File: src/rtl/spi_deserializer.sv
`default_nettype none
// ============================================================================
// Module      : spi_deserializer
// Description : SPI receive end. Oversamples sclk/mosi in the clk domain,
//               assembles DATAWIDTH-bit words MSB first and pushes each
//               completed word into a downstream FIFO. An idle timeout
//               aborts a partially received word.
// Ports       : clk        - system clock
//               rst        - asynchronous active-high reset
//               sclk       - serial clock from the serializer (idles low)
//               mosi       - serial data, valid at sclk rising edge
//               full       - downstream FIFO full
//               write_en   - single-cycle FIFO write strobe
//               write_data - assembled word, valid while write_en is high
//               busy       - a word is partially received
//               overflow   - sticky: a completed word was dropped (full)
//               frame_err  - single-cycle pulse: partial word timed out
// Revision    : 1.0 - initial release
// ============================================================================
module spi_deserializer #(
    parameter int DATAWIDTH       = 32,
    parameter int BITCOUNTERWIDTH = $clog2(DATAWIDTH),
    parameter int SYNC_STAGES     = 2,
    parameter int IDLE_TIMEOUT    = 16
) (
    input  logic                 clk,
    input  logic                 rst,
    input  logic                 sclk,
    input  logic                 mosi,
    input  logic                 full,
    output logic                 write_en,
    output logic [DATAWIDTH-1:0] write_data,
    output logic                 busy,
    output logic                 overflow,
    output logic                 frame_err
);

    localparam int c_TIMEOUT_W = (IDLE_TIMEOUT > 1) ? $clog2(IDLE_TIMEOUT) : 1;

    localparam logic [BITCOUNTERWIDTH:0] c_CNT_ONE  = (BITCOUNTERWIDTH+1)'(1);
    localparam logic [BITCOUNTERWIDTH:0] c_CNT_LAST = (BITCOUNTERWIDTH+1)'(DATAWIDTH-1);
    localparam logic [c_TIMEOUT_W-1:0]   c_TIMEOUT_LAST = c_TIMEOUT_W'(IDLE_TIMEOUT-1);

    localparam logic [1:0] c_S_IDLE  = 2'd0;
    localparam logic [1:0] c_S_RECV  = 2'd1;
    localparam logic [1:0] c_S_WRITE = 2'd2;

    logic [SYNC_STAGES-1:0]   r_sclk_sync;
    logic [SYNC_STAGES-1:0]   r_mosi_sync;
    logic                     r_sclk_q;
    logic                     w_sclk_s;
    logic                     w_mosi_s;
    logic                     w_rise;

    logic [1:0]               r_state;
    logic [DATAWIDTH-1:0]     r_shift;
    logic [DATAWIDTH-1:0]     w_shift_next;
    logic [BITCOUNTERWIDTH:0] r_bitcnt;
    logic [c_TIMEOUT_W-1:0]   r_timeout;

    // sclk and mosi pass through identical chains so the sampled data bit
    // is aligned with the detected clock edge.
    always_ff @(posedge clk or posedge rst) begin
        if (rst) begin
            r_sclk_sync <= '0;
            r_mosi_sync <= '0;
            r_sclk_q    <= 1'b0;
        end else begin
            r_sclk_sync <= {r_sclk_sync[SYNC_STAGES-2:0], sclk};
            r_mosi_sync <= {r_mosi_sync[SYNC_STAGES-2:0], mosi};
            r_sclk_q    <= w_sclk_s;
        end
    end

    assign w_sclk_s = r_sclk_sync[SYNC_STAGES-1];
    assign w_mosi_s = r_mosi_sync[SYNC_STAGES-1];
    assign w_rise   = w_sclk_s & ~r_sclk_q;

    // Shift-left so the first received bit ends up in the MSB.
    generate
        if (DATAWIDTH > 1) begin : g_shift_wide
            assign w_shift_next = {r_shift[DATAWIDTH-2:0], w_mosi_s};
        end else begin : g_shift_one
            assign w_shift_next = w_mosi_s;
        end
    endgenerate

    always_ff @(posedge clk or posedge rst) begin
        if (rst) begin
            r_state    <= c_S_IDLE;
            r_shift    <= '0;
            r_bitcnt   <= '0;
            r_timeout  <= '0;
            write_en   <= 1'b0;
            write_data <= '0;
            busy       <= 1'b0;
            overflow   <= 1'b0;
            frame_err  <= 1'b0;
        end else begin
            write_en  <= 1'b0;
            frame_err <= 1'b0;
            case (r_state)
                c_S_IDLE: begin
                    busy <= 1'b0;
                    if (w_rise) begin
                        r_shift   <= w_shift_next;
                        r_bitcnt  <= c_CNT_ONE;
                        r_timeout <= '0;
                        if (DATAWIDTH == 1) begin
                            r_state <= c_S_WRITE;
                        end else begin
                            r_state <= c_S_RECV;
                            busy    <= 1'b1;
                        end
                    end
                end

                c_S_RECV: begin
                    if (w_rise) begin
                        r_shift   <= w_shift_next;
                        r_bitcnt  <= r_bitcnt + c_CNT_ONE;
                        r_timeout <= '0;
                        // Count before this sample was DATAWIDTH-1, so this
                        // bit completes the word.
                        if (r_bitcnt == c_CNT_LAST) begin
                            r_state <= c_S_WRITE;
                            busy    <= 1'b0;
                        end
                    end else if (r_timeout == c_TIMEOUT_LAST) begin
                        frame_err <= 1'b1;
                        r_bitcnt  <= '0;
                        r_timeout <= '0;
                        r_state   <= c_S_IDLE;
                        busy      <= 1'b0;
                    end else begin
                        r_timeout <= r_timeout + c_TIMEOUT_W'(1);
                    end
                end

                c_S_WRITE: begin
                    if (!full) begin
                        write_en   <= 1'b1;
                        write_data <= r_shift;
                    end else begin
                        overflow <= 1'b1;
                    end
                    r_bitcnt  <= '0;
                    r_timeout <= '0;
                    r_state   <= c_S_IDLE;
                    busy      <= 1'b0;
                end

                default: begin
                    r_bitcnt  <= '0;
                    r_timeout <= '0;
                    r_state   <= c_S_IDLE;
                    busy      <= 1'b0;
                end
            endcase
        end
    end

endmodule
`default_nettype wire

File: config.mk
export PLATFORM = sky130hd
export DESIGN_NAME = spi_deserializer
export DESIGN_NICKNAME = d
export VERILOG_FILES = /design/src/rtl/spi_deserializer.sv
export SDC_FILE = /design/constraint.sdc
export NUM_CORES = 1
export LEC_CHECK = 0
export ABC_AREA = 1
export ABC_CLOCK_PERIOD_IN_PS = 3500
export BUFFER_PORTS_ARGS = -buffer_cell sky130_fd_sc_hd__buf_2
export CORE_MARGIN = 3
export CORE_UTILIZATION = 31
export DETAILED_ROUTE_END_ITERATION = 12
export PLACE_DENSITY = 0.57
export SLEW_MARGIN = 20
export SYNTH_ARGS = -nofsm -noshare
export SYNTH_HDL_FRONTEND = slang
export SYNTH_SLANG_ARGS = --single-unit
File: constraint.sdc
create_clock -name clk -period 3.5 [get_ports clk]
set_input_delay 0.7 -clock clk [delete_from_list [all_inputs] [get_ports clk]]
set_output_delay 0.7 -clock clk [all_outputs]
set_load 0.02 [all_outputs]
==> results.cfg <==
[setup_path]
critPathKind = flop to flop
reg2reg_to = r_shift[27]
startpoint_type = flop
reg2reg_depth = 4
crit_end = r_shift[27]
crit_start = r_state[1]
r2r-start = r_state[1]
crit_arrival_ns = 1.92
endpoint_kind = flop
required_ns = 3.75
r2r_setup_slack_ns = 1.83
crit_fanout = 65

[timing]
rsz0062_at_grt = false
fin_skew_ns = 0.00383
timing.fmax_mhz = 597
finalMaxSlewViolations = 0
tightest_slew_ns = 0.926
hold_viol = 0
fin_crit_ns = 1.67
relSlewSlack_pct = 38.3
finalSetupTns_ns = 0
setup_viol = 0
finalCritPeriodShare_pct = 47.8

[global_route]
grt.busiest_layer = met2
grt_pass1_wl_um = 10900
antenna_found_initial = 0
grt_pass1_vias = 2298
track_usage_pct = 10.6
met1_usage_pct = 13.9
use_met2_pct = 16.4
use_met3_pct = 4.12
grt_overflow = 0
grt_max_degree = 66

[layout]
insertedDiodeCount = 0
drive_gt1_share_pct = 30.5
final_core_util_pct = 37.2
layout_commonest_cell = dfrtp_1
fillers = 1111
finalNetCount = 385
syn_to_final_growth_pct = 15.4
mostFrequentLayoutCells = dfrtp_1, nand2_1, inv_1

[floorplanning]
die-area_um2 = 12700
start_util_pct = 32.3
die_width_um = 113
fp.dieH_um = 113
rows = 38
fp.coreArea_um2 = 11000
pin_count = 41

[logic_synthesis]
syn_inst = 339
ys.warnings.count = 0
synth_fa_ha_area_share_pct = 0.706
synthArstFlopShare_pct = 100
ys_seq_area_share_pct = 60.0
syn_nets = 346
ys_seq_elements = 85
synth_cell_types = 28
synth.avg_cell_area_um2 = 10.4
synth_edf_count = 0
syn_area_um2 = 3540
synth_mux_area_share_pct = 0.283
synth_ff_type = dfrtp_1
synthSimpleGateAreaFrac_pct = 16.6
synth_top_family_by_area = simple AND/OR/NAND/NOR gates
synth_xor_area_share_pct = 0
synth_compound_area_share_pct = 13.5

[routing]
ant_nets = 0
drt_first_pass_iters = 4
wl_um = 6030
drc = 0
drtIter0Drc = 123
via_per_inst = 4.33
vias = 2262
post_drt_wl_per_cell_um = 11.5

[clock_network]
cts_setup_buffers = 0
root_buffer = clkbuf_16
ctsHoldBuffers = 0
post_cts_resized = 0
clk_pin_slew_ns = 0.06
clock_latency_ns = 0.33
cts_max_level = 3
cts_tree = done
clock-sinks = 85
cts.path.max_buffers = 2
cts_buffers = 9

[pwr]
vdd_drop_max_mv = 0.316
p_leak_nw = 2.00
powerDensity_nw_per_um2 = 560

[job]
maxCapViolations = 0

[place]
port_buffers = 40
routabilityCongestion = 0.766
dp_hpwl_um = 3920

[outcome]
outcome = finished, final reports clean

[hold_path]
min_from = r_mosi_sync[0]
hold_class = flop to flop
-- registers in the layout, summed over array words and instances (netlist names) --
signal,count
write_en,1
r_shift,32
r_sclk_sync,2
r_sclk_q,1
r_bitcnt,6
busy,1
overflow,1
r_timeout,4
write_data,32
r_mosi_sync,2
frame_err,1
r_state,2
-- metrics by stage --
| stage | hold WS (ns) | area [µm²] | setup slack (ns) | instances | power (mW) |
|---|---|---|---|---|---|
| 2_1_floorplan | 0.331 | 3540 | 0.607 | 339 | 1.34 |
| 3_3_place_gp | 0.332 | 3790 | 1.65 | 507 | 1.37 |
| 3_5_place_dp | 0.339 | 3790 | 1.59 | 507 | 1.38 |
| 4_1_cts | 0.352 | 4090 | 1.80 | 523 | 2.33 |
| 5_1_grt | 0.369 | 4090 | 1.63 | 523 | 2.43 |
| 6_report | 0.349 | 4090 | 1.83 | 523 | 2.29 |
-- power by group --
group | switching (mW) | internal, mW | total (mW)
Sequential | 0.0563 | 1.06 | 1.11
Clock | 0.363 | 0.567 | 0.930
Combinational | 0.157 | 0.0904 | 0.247
Total | 0.576 | 1.71 | 2.29
-- per-layer routing --
metal	vias to the layer above	share of wire, %	routed length, µm
li1	1154	-	-
met1	1062	49	2960
met2	41	45	2720
met3	5	5.0	303
met4	0	0.95	57
met5	-	0	0
-- logic make-up (layout without fill, tap and decap cells) --
logic type,Yosys count,in the layout
multiplexers,1,1
AO/OA/AOI/OAI,73,73
adder cells (fa/ha/maj),2,2
AND/OR/NAND/NOR,121,121
buffers and inverters,57,101
flip-flops,85,85
-- synth_stat cells, types with 4 or more instances --
cell type | instances | area (µm²)
nor2_1 | 8 | 30.0
o21ai_0 | 23 | 115
inv_1 | 42 | 158
o21ai_2 | 29 | 254
nand3_1 | 11 | 55.1
o21ai_1 | 16 | 80.1
dfrtp_1 | 85 | 2130
nand2_2 | 21 | 131
nand2_1 | 70 | 263
a21oi_1 | 4 | 20.0
buf_6 | 7 | 78.8
-- critical path, cell delays in order, from the launching register on --
cell and delay, ns:
dfrtp_1 0.52, inv_2 0.10, nand2_4 0.66, nand2_1 0.14, o21ai_2 0.09
-- layout make-up --
| type | instances | area (µm²) | share of cell area, % |
|---|---|---|---|
| sequential | 85 | 2130 | 52.0 |
| multi-input combinational | 197 | 1110 | 27.1 |
| inverter | 44 | 166 | 4.07 |
| clock inverter | 5 | 50.0 | 1.22 |
| clock buffer | 11 | 243 | 5.94 |
| tap | 140 | 175 | 4.29 |
| timing repair buffer | 41 | 220 | 5.39 |
-- worst min-delay path by stage --
stage / endpoint / slack [ns] / depth (start not counted)
finish: r_mosi_sync[1] / 0.35 / 0
global route: r_mosi_sync[1] / 0.37 / 0
CTS: r_mosi_sync[1] / 0.35 / 0
detailed placement: r_mosi_sync[1] / 0.34 / 0
global placement: r_sclk_sync[1] / 0.33 / 0
floorplan: r_mosi_sync[1] / 0.33 / 0
Note: power is estimated with default switching activity, not from simulation.
